$ cat config.mk
export PLATFORM = sky130hd
export DESIGN_NAME = exec_alu_unit_flat
export DESIGN_NICKNAME = d
export VERILOG_FILES = /design/src/rtl/exec_alu_unit_if.sv /design/src/rtl/exec_alu_unit.sv /design/src/flat_wrapper.sv
export SDC_FILE = /design/constraint.sdc
export NUM_CORES = 1
export LEC_CHECK = 0
export BUFFER_PORTS_ARGS = -buffer_cell sky130_fd_sc_hd__buf_2
export CAP_MARGIN = 20
export CORE_AREA = 2 2 163 165
export CTS_BUF_LIST = sky130_fd_sc_hd__clkbuf_8
export CTS_CLUSTER_DIAMETER = 30
export DETAILED_ROUTE_END_ITERATION = 6
export DIE_AREA = 0 0 165 167
export GPL_TIMING_DRIVEN = 1
export PLACE_DENSITY = 0.58
export SYNTH_ARGS = -nofsm -noshare
export SYNTH_HDL_FRONTEND = slang
export SYNTH_SLANG_ARGS = --single-unit
export TNS_END_PERCENT = 1
$ cat constraint.sdc
create_clock -name clk -period 5 [get_ports clk]
set_input_delay 1.5 -clock clk [delete_from_list [all_inputs] [get_ports clk]]
set_output_delay 1.5 -clock clk [all_outputs]
set_load 0.01 [all_outputs]
$ cat src/rtl/exec_alu_unit_if.sv
// rtl/exec_alu_unit_if.sv - operand/control inputs and registered results of the execute-stage ALU
interface exec_alu_unit_if;
  logic [2:0]  alu_op;
  logic [5:0]  funct;
  logic [31:0] operand_a;
  logic [31:0] operand_b;
  logic [31:0] imm;
  logic        alu_src;
  logic [31:0] pc_inc;
  logic [31:0] alu_result;
  logic        zero;
  logic [31:0] branch_addr;
  logic [2:0]  alu_ctrl;

  modport master (
    output alu_op, funct, operand_a, operand_b, imm, alu_src, pc_inc,
    input  alu_result, zero, branch_addr, alu_ctrl
  );

  modport slave (
    input  alu_op, funct, operand_a, operand_b, imm, alu_src, pc_inc,
    output alu_result, zero, branch_addr, alu_ctrl
  );
endinterface

$ cat src/rtl/exec_alu_unit.sv
// rtl/exec_alu_unit.sv - execute-stage ALU with control decode and branch adder, one-cycle registered outputs
module exec_alu_unit (
  input logic             clk,
  input logic             reset,
  exec_alu_unit_if.slave  bus
);
  localparam logic [2:0] CTRL_AND = 3'b000;
  localparam logic [2:0] CTRL_OR  = 3'b001;
  localparam logic [2:0] CTRL_ADD = 3'b010;
  localparam logic [2:0] CTRL_NOR = 3'b100;
  localparam logic [2:0] CTRL_SUB = 3'b110;
  localparam logic [2:0] CTRL_SLT = 3'b111;

  logic [2:0]  ctrl_d;
  logic [31:0] op_b;
  logic [31:0] result_d;
  logic [31:0] branch_d;

  // Every unlisted or unknown encoding falls to the default arm, so alu_ctrl is always ADD then.
  always_comb begin
    ctrl_d = CTRL_ADD;
    case (bus.alu_op)
      3'b000: ctrl_d = CTRL_ADD;
      3'b001: ctrl_d = CTRL_SUB;
      3'b010: begin
        case (bus.funct)
          6'b100000: ctrl_d = CTRL_ADD;
          6'b100010: ctrl_d = CTRL_SUB;
          6'b100100: ctrl_d = CTRL_AND;
          6'b100101: ctrl_d = CTRL_OR;
          6'b100111: ctrl_d = CTRL_NOR;
          6'b101010: ctrl_d = CTRL_SLT;
          default:   ctrl_d = CTRL_ADD;
        endcase
      end
      3'b011:  ctrl_d = CTRL_AND;
      3'b100:  ctrl_d = CTRL_OR;
      3'b101:  ctrl_d = CTRL_SLT;
      default: ctrl_d = CTRL_ADD;
    endcase
  end

  always_comb begin
    op_b     = bus.alu_src ? bus.imm : bus.operand_b;
    result_d = 32'd0;
    case (ctrl_d)
      CTRL_AND: result_d = bus.operand_a & op_b;
      CTRL_OR:  result_d = bus.operand_a | op_b;
      CTRL_ADD: result_d = bus.operand_a + op_b;
      CTRL_NOR: result_d = ~(bus.operand_a | op_b);
      CTRL_SUB: result_d = bus.operand_a - op_b;
      CTRL_SLT: result_d = {31'd0, $signed(bus.operand_a) < $signed(op_b)};
      default:  result_d = 32'd0;
    endcase
    branch_d = bus.pc_inc + {bus.imm[29:0], 2'b00};
  end

  always_ff @(posedge clk) begin
    if (reset) begin
      bus.alu_result  <= 32'd0;
      bus.zero        <= 1'b0;
      bus.branch_addr <= 32'd0;
      bus.alu_ctrl    <= CTRL_ADD;
    end else begin
      bus.alu_result  <= result_d;
      bus.zero        <= (result_d == 32'd0);
      bus.branch_addr <= branch_d;
      bus.alu_ctrl    <= ctrl_d;
    end
  end
endmodule

$ cat src/flat_wrapper.sv
// flat-port wrapper written by rule: the top's interface ports become plain ports
module exec_alu_unit_flat 
  (clk, reset, bus_alu_op, bus_funct, bus_operand_a, bus_operand_b, bus_imm, bus_alu_src, bus_pc_inc, bus_alu_result, bus_zero, bus_branch_addr, bus_alu_ctrl);
  exec_alu_unit_if bus_i ();
  input logic clk;
  input logic reset;
  input wire logic [$bits(bus_i.alu_op)-1:0] bus_alu_op;
  input wire logic [$bits(bus_i.funct)-1:0] bus_funct;
  input wire logic [$bits(bus_i.operand_a)-1:0] bus_operand_a;
  input wire logic [$bits(bus_i.operand_b)-1:0] bus_operand_b;
  input wire logic [$bits(bus_i.imm)-1:0] bus_imm;
  input wire logic [$bits(bus_i.alu_src)-1:0] bus_alu_src;
  input wire logic [$bits(bus_i.pc_inc)-1:0] bus_pc_inc;
  output wire logic [$bits(bus_i.alu_result)-1:0] bus_alu_result;
  output wire logic [$bits(bus_i.zero)-1:0] bus_zero;
  output wire logic [$bits(bus_i.branch_addr)-1:0] bus_branch_addr;
  output wire logic [$bits(bus_i.alu_ctrl)-1:0] bus_alu_ctrl;
  assign bus_i.alu_op = bus_alu_op;
  assign bus_i.funct = bus_funct;
  assign bus_i.operand_a = bus_operand_a;
  assign bus_i.operand_b = bus_operand_b;
  assign bus_i.imm = bus_imm;
  assign bus_i.alu_src = bus_alu_src;
  assign bus_i.pc_inc = bus_pc_inc;
  assign bus_alu_result = bus_i.alu_result;
  assign bus_zero = bus_i.zero;
  assign bus_branch_addr = bus_i.branch_addr;
  assign bus_alu_ctrl = bus_i.alu_ctrl;
  exec_alu_unit u_core (.clk(clk), .reset(reset), .bus(bus_i));
endmodule
==> results of run 1 <==
==> cells in the final DEF (no fill, tap or decap), types with 6 or more instances in the layout <==
cell type  instances
dfxtp_1           68
or3_1             11
ha_1             120
nand3_1           17
xor2_1            12
a211oi_1          12
buf_2            206
inv_1            101
a21oi_1          126
mux2i_4            6
o21ai_0           58
a22oi_1            8
ha_2               6
xnor2_1           31
nor2b_1           24
o21a_1            14
nor3_1            30
and3_1             8
nor4_1             6
buf_4            240
a21o_1            36
a21oi_2            6
a31oi_1            7
nand2_1           59
o21bai_1          18
nor2_1           129
clkbuf_8           9
nand4_1            8
mux2i_1           34
o211ai_1          29
nand2b_1          16
a211oi_2           6
or2_2              6
==> how the worst min path moves through the flow <==
stage	startpoint	endpoint	slack, ps	cells past startpoint
CTS	bus_pc_inc[1]	u_core.bus.branch_addr[1]	1340	2
global placement	bus_pc_inc[1]	u_core.bus.branch_addr[1]	1710	2
global route	bus_pc_inc[0]	u_core.bus.branch_addr[0]	1350	2
detailed placement	bus_pc_inc[1]	u_core.bus.branch_addr[1]	1720	2
finish	bus_pc_inc[1]	u_core.bus.branch_addr[1]	1360	2
floorplan	bus_pc_inc[0]	u_core.bus.branch_addr[0]	1630	1
==> power groups by stage <==
stage	sequential (mW)	clock [mW]	combinational (mW)
floorplan	0.680	0	0.798
global placement	0.642	0	1.56
detailed placement	0.643	0	1.56
CTS	0.630	0.532	1.57
global route	0.637	0.556	1.82
finish	0.630	0.522	1.68
==> metal layers <==
| metal | global-route usage (%) | share of wire, % | vias up |
|---|---|---|---|
| li1 | - | - | 5212 |
| met1 | 40.43 | 47 | 4991 |
| met2 | 39.24 | 43 | 468 |
| met3 | 2.565 | 8.7 | 39 |
| met4 | 5.936 | 1.6 | 0 |
| met5 | 0 | 0 | - |
==> worst max-delay path, cell delays in order <==
cell and delay [ps]:
clkbuf_4 160, buf_12 160, mux2i_4 250, inv_1 80, ha_2 200, fa_2 420, o21bai_4 140, o211ai_1 170
a21o_1 260, a31oi_4 270, o21ai_1 120, o211ai_1 210, a31oi_2 170, nor4_2 290, nand4_1 200, nor4b_2 310
and4_1 200
==> logic make-up after synthesis <==
| family | count (synthesis) | share of synthesized area (%) |
|---|---|---|
| muxes | 46 | 5.184 |
| DFF | 68 | 15.20 |
| xor gates and xnor gates | 43 | 4.206 |
| buffers and inverters | 158 | 6.749 |
| and+or+nand+nor | 359 | 19.84 |
| adders and majority gates | 129 | 18.28 |
| AOI/OAI and AO/OA | 415 | 30.53 |
==> cell type report <==
class | count | share of cell area, %
Sequential cell | 68 | 10.70
Clock buffer | 9 | 0.9738
Clock inverter | 7 | 0.7673
Timing Repair Buffer | 452 | 23.16
Multi-Input combinational cell | 992 | 58.07
Inverter | 103 | 3.040
Tap cell | 335 | 3.295
==> state kept, by name, summed over array words and instances, names as in the netlist <==
signal,cells
u_core.bus.alu_result,32
u_core.bus.branch_addr,32
u_core.bus.zero,1
u_core.bus.alu_ctrl,3
==> timing repair <==
action                     4_1_cts  5_1_grt
setup endpoints to repair        1        5
gates cloned                     0        1
pin swaps                        0       25
gates resized for setup          3       82
buffers inserted                 0        6
==> metrics by stage <==
step | hold WS [ps] | cells | util [%] | power, mW | TNS, ps
5_1_grt | 1355 | 1966 | 49.37 | 3.011 | -54.42
3_5_place_dp | 1716 | 1943 | 46.73 | 2.205 | -1077
6_report | 1355 | 1966 | 49.37 | 2.834 | 0
3_3_place_gp | 1707 | 1943 | 46.73 | 2.200 | -632.4
2_1_floorplan | 1628 | 1218 | - | 1.479 | 0
4_1_cts | 1342 | 1959 | 47.63 | 2.735 | 0
==> impl_metrics.ini, run 1 <==
[cts]
cts_tree = done
cts.sinks = 68
htree_levels = 3
numCtsBuffers = 9
postCtsHoldBufs = 0
root_buffer = clkbuf_8
cts.path.max_buffers = 2
clk_pin_slew_ps = 80

[yosys]
ys_ff_latch = 68
syn_inst = 1218
synth_top_area_share_pct = 17.61
syn-num-nets = 1487
syn_area_per_cell_um2 = 7.351
yosysSeqAreaShare_pct = 15.20
synth_edf_count = 0
ys_warn_count = 0
syn-cell-area_um2 = 8954
synth_most_common_cell = nor2_1
yosysTopAreaCell = ha_1
synth.area.top_cells = ha_1 (18%), dfxtp_1 (15%), a21oi_1 (7.4%)
synth_flop_cell = dfxtp_1
synth_common_cells = nor2_1 (134), a21oi_1 (133), ha_1 (126)
synth_cell_types = 77
ys_async_sr_fraction_pct = 0

[setup_path]
path_class = in -> reg
crit_arrival_ps = 5140
startpoint_type = input port
worstSetupEndpoint = u_core.bus.zero
crit_path_end_kind = flip-flop
startpoint = bus_alu_src
crit_required_ps = 5300
crit_path_max_fanout = 7

[placed_design]
place.gp.congestion = 0.9603
io_buffer_count = 207
placed_area_um2 = 12040
preCtsSetupSlack_ps = -386.3
hpwlAfterDp_um = 30860

[power_and_ir_drop]
power_switching_mw = 1.158
irDropWorstVdd_mv = 0.1562
combPwrFrac_pct = 59.3
p_per_area_nw_per_um2 = 222.8
power.internal_mw = 1.675
p_sw_share_pct = 40.88
seqPwrFrac_pct = 22.2
p_leak_nw = 6.320
p_clk_share_pct = 18.4

[grt]
grt_max_degree = 70
antenna_found_initial = 0
grt_use_total_pct = 26.36
grt_pass1_vias = 9993
grt_pass1_wl_um = 56500
gr-total-overflow = 0

[status]
status = completed

[floorplan]
coreArea_um2 = 25760
dieWidth_um = 165
die_area_um2 = 27560
start_util_pct = 34.75
rows = 59
die_h_um = 167
pin_count = 208

[timing]
slew_headroom_pct = 49.03
min_period_ps = 4843
clock.fmax_mhz = 206.5
tightest_slew_ps = 764.5
setup_slack_ps = 156.9
timing.final.hold_violations = 0
fin_crit_sh_pct = 96.86
drv_slew = 0
setup_viol = 0

[final_layout]
drive_gt1_share_pct = 34.03
multiInputGateArea_um2 = 7386
final_nets = 1895
area_delta_synth_final_pct = 42.06
ff_latch_area_um2 = 1361
finalInstanceArea_um2 = 12720
antenna_cells = 0
fillers = 2602

[detailed_routing]
wl_um = 38060
firstDrtPassIters = 5
wl_per_cell_um = 19.36
drc = 0
drt-initial-drc-count = 1101
antenna_left = 0
vias = 10710
vias_per_cell = 5.448

[job]
drv_cap = 0

[min_path]
hold_class = in -> reg
Power figures use the tool's default switching activity.
==> run 2, diff against run 1 <==
--- a/config.mk
+++ b/config.mk
@@ -5,15 +5,16 @@
 export SDC_FILE = /design/constraint.sdc
 export NUM_CORES = 1
 export LEC_CHECK = 0
+export ABC_AREA = 1
 export BUFFER_PORTS_ARGS = -buffer_cell sky130_fd_sc_hd__buf_2
 export CAP_MARGIN = 20
-export CORE_AREA = 2 2 163 165
+export CORE_AREA = 2 2 180 182
 export CTS_BUF_LIST = sky130_fd_sc_hd__clkbuf_8
 export CTS_CLUSTER_DIAMETER = 30
 export DETAILED_ROUTE_END_ITERATION = 6
-export DIE_AREA = 0 0 165 167
+export DIE_AREA = 0 0 182 184
 export GPL_TIMING_DRIVEN = 1
-export PLACE_DENSITY = 0.58
+export PLACE_DENSITY = 0.56
 export SYNTH_ARGS = -nofsm -noshare
 export SYNTH_HDL_FRONTEND = slang
 export SYNTH_SLANG_ARGS = --single-unit
==> run 2 against run 1 <==
Global-route usage rose by 1.1 points. Non-clock buffer count down 218. Hold slack got worse by 61 ps. Cell count increased by 32%. Fmax is 2.5% higher. Sequential power down 2%. Power fell by 7.0%. Routed wire length is 21% higher. Utilization down 9.5 points. Critical path depth grew 4. Sequential cell count stayed put. Synthesized cell count up 63%. Highest routed layer unchanged.
==> impl_metrics.ini, run 2 <==
[status]
status = completed

[placed_design]
dp.cells = 2568
place.gp.congestion = 1.008
preCtsSetupSlack_ps = -134.9
hpwlAfterDp_um = 39230
io_buffer_count = 207

[yosys]
synth_edf_count = 0
yosysSeqAreaShare_pct = 12.53
synth_cell_types = 50
syn_area_per_cell_um2 = 5.482
ys_ff_latch = 68
syn_inst = 1981
synth_most_common_cell = nand2_1
ys_warn_count = 0
synth_common_cells = nand2_1 (586), inv_1 (373), nor2_1 (230)
ys_async_sr_fraction_pct = 0
synth_top_area_share_pct = 20.25
synth_flop_cell = dfxtp_1
yosysTopAreaCell = nand2_1
synth.area.top_cells = nand2_1 (20%), ha_1 (15%), inv_1 (13%)
syn-num-nets = 2250
syn-cell-area_um2 = 10860

[timing]
rsz0062_at_grt = no
slew_headroom_pct = 40.70
clock.fmax_mhz = 211.7
tightest_slew_ps = 887.5
setup_viol = 0
drv_slew = 0
timing.final.hold_violations = 0
min_period_ps = 4724
fin_crit_sh_pct = 94.48
setup_slack_ps = 275.8

[min_path]
min_from = bus_pc_inc[0]
hold_class = in -> reg

[final_layout]
final_util_pct = 39.92
reg_top3 = u_core.bus.alu_result (32), u_core.bus.branch_addr (32), u_core.bus.alu_ctrl (3)
final_nets = 2446
area_delta_synth_final_pct = 15.39
drive_gt1_share_pct = 14.53
layout_common_cells = nand2_1 (586), inv_1 (374), nor2_1 (230)
layout_commonest_cell = nand2_1
finalNonFillerCells = 2586

[power_and_ir_drop]
combPwrFrac_pct = 56.9
p_leak_nw = 7.428
seqPwrFrac_pct = 23.5
power.internal_mw = 1.338
finalPower_mw = 2.636
p_sw_share_pct = 49.23
power_switching_mw = 1.297
p_clk_share_pct = 19.5
p_per_area_nw_per_um2 = 210.3
irDropWorstVdd_mv = 0.1184

[setup_path]
crit_arrival_ps = 5080
startpoint = bus_alu_src
cpMaxStageDelayCell = o21ai_0
crit_path_max_fanout = 36
cpPeakStageDelay_ps = 650
startpoint_type = input port
crit_path_frequent_cell = nand2_1
crit_path_end_kind = flip-flop
crit_required_ps = 5360
path_class = in -> reg
worstPathCellList = clkbuf_4 -> o21ai_0 -> inv_1 -> fa_1 -> nor2_1 -> nand2_1 -> nand3_1 -> nand2_1 -> nand2_1 -> nand2_1 -> nand2_1 -> nand2_1 -> nand3_1 -> nand2_1 -> nand2_1 -> nand3_1 -> nor2_1 -> nand2_1 -> nor2_1 -> nand2_1 -> nor2_1

[cts]
root_buffer = clkbuf_8
numCtsBuffers = 9
clk_pin_slew_ps = 80
cts.path.max_buffers = 2
htree_levels = 3
postCtsSetupBuffers = 0
cts_tree = done
cts.sinks = 68

[detailed_routing]
antenna_left = 0
vias = 12970
firstDrtPassIters = 5
vias_per_cell = 5.017
wl_per_cell_um = 17.80
drc = 0
wl_um = 46040
drt-initial-drc-count = 936

[floorplan]
coreArea_um2 = 31390
die_area_um2 = 33490
rows = 65
pin_count = 208
start_util_pct = 34.60
dieWidth_um = 182
die_h_um = 184

[grt]
antenna_found_initial = 1
grt_use_total_pct = 27.48
grt_max_degree = 39
gr-total-overflow = 0
grt_pass1_vias = 12240
grt_pass1_wl_um = 69410

[job]
drv_cap = 0
## run 2: cell count changes in the layout (fill, tap and decap cells not counted), moves of 37 or more
cell     previous run  this run
inv_1             101       374
buf_4             240        27
nor2_1            129       230
nand3_1            17       134
nand2_1            59       586
o21ai_0            58        95
## run 2: per-layer routing
metal | routed length (um) | vias up | GRT usage (%) | part of all wire [%]
li1 | - | 6529 | - | -
met1 | 20570 | 5858 | 36.07 | 45
met2 | 20510 | 512 | 45.19 | 45
met3 | 3518 | 74 | 4.853 | 7.6
met4 | 1432 | 0 | 9.806 | 3.1
met5 | 0 | - | 0 | 0
## run 2: kinds of logic after synthesis
family	share of synthesized area (%)
simple gates	41.23
compound gates	13.63
fa+ha+maj	15.07
flops	12.53
buf+inv	15.99
xor+xnor	1.452
mux	0.09217
## run 2: critical path, delay by kind of cell
| family | cells | cell delay [ps] |
|---|---|---|
| and+or+nand+nor | 17 | 1960 |
| buffers and inverters | 2 | 430 |
| AOI/OAI and AO/OA | 1 | 650 |
| adders and majority gates | 1 | 530 |
## run 2: layout make-up
| type | instances | area [um2] |
|---|---|---|
| fill | 3649 | 18860 |
| timing repair buffer | 234 | 1241 |
| antenna | 2 | 5.005 |
| clock inverter | 5 | 51.30 |
| sequential | 68 | 1361 |
| multi-input combinational | 1476 | 7762 |
| tap | 402 | 503.0 |
| inverter | 388 | 1456 |
| clock buffer | 11 | 151.4 |
## run 2: path summary, 6_finish.rpt
| path | endpoint | slack, ps | cells past startpoint |
|---|---|---|---|
| hold / removal | u_core.bus.branch_addr[0] | 1290 | 3 |
| setup / recovery | u_core.bus.zero | 280 | 21 |
## run 2: what timing repair did
| item | in CTS | in global routing |
|---|---|---|
| gates resized for setup | 0 | 1 |
| hold endpoints to repair | 0 | 0 |
| hold buffers | 0 | 0 |
| endpoints found under the setup margin | 0 | 1 |
## run 2: power groups by stage
stage / clock [mW] / combinational [mW] / sequential, mW
after global placement: 0 / 1.47 / 0.632
after global routing: 0.551 / 1.66 / 0.626
final: 0.515 / 1.50 / 0.620
after CTS: 0.542 / 1.48 / 0.621
after floorplan: 0 / 0.919 / 0.666
after detailed placement: 0 / 1.47 / 0.631
## run 2: per-stage QoR
| step | hold WS (ps) | setup TNS, ps | instance area [um2] |
|---|---|---|---|
| finish | 1294 | 0 | 12530 |
| global route | 1305 | 0 | 12530 |
| CTS | 1264 | 0 | 12520 |
| detailed placement | 1719 | -134.9 | 12320 |
| global placement | 1698 | -116.9 | 12320 |
| floorplan | 1607 | 0 | 10860 |
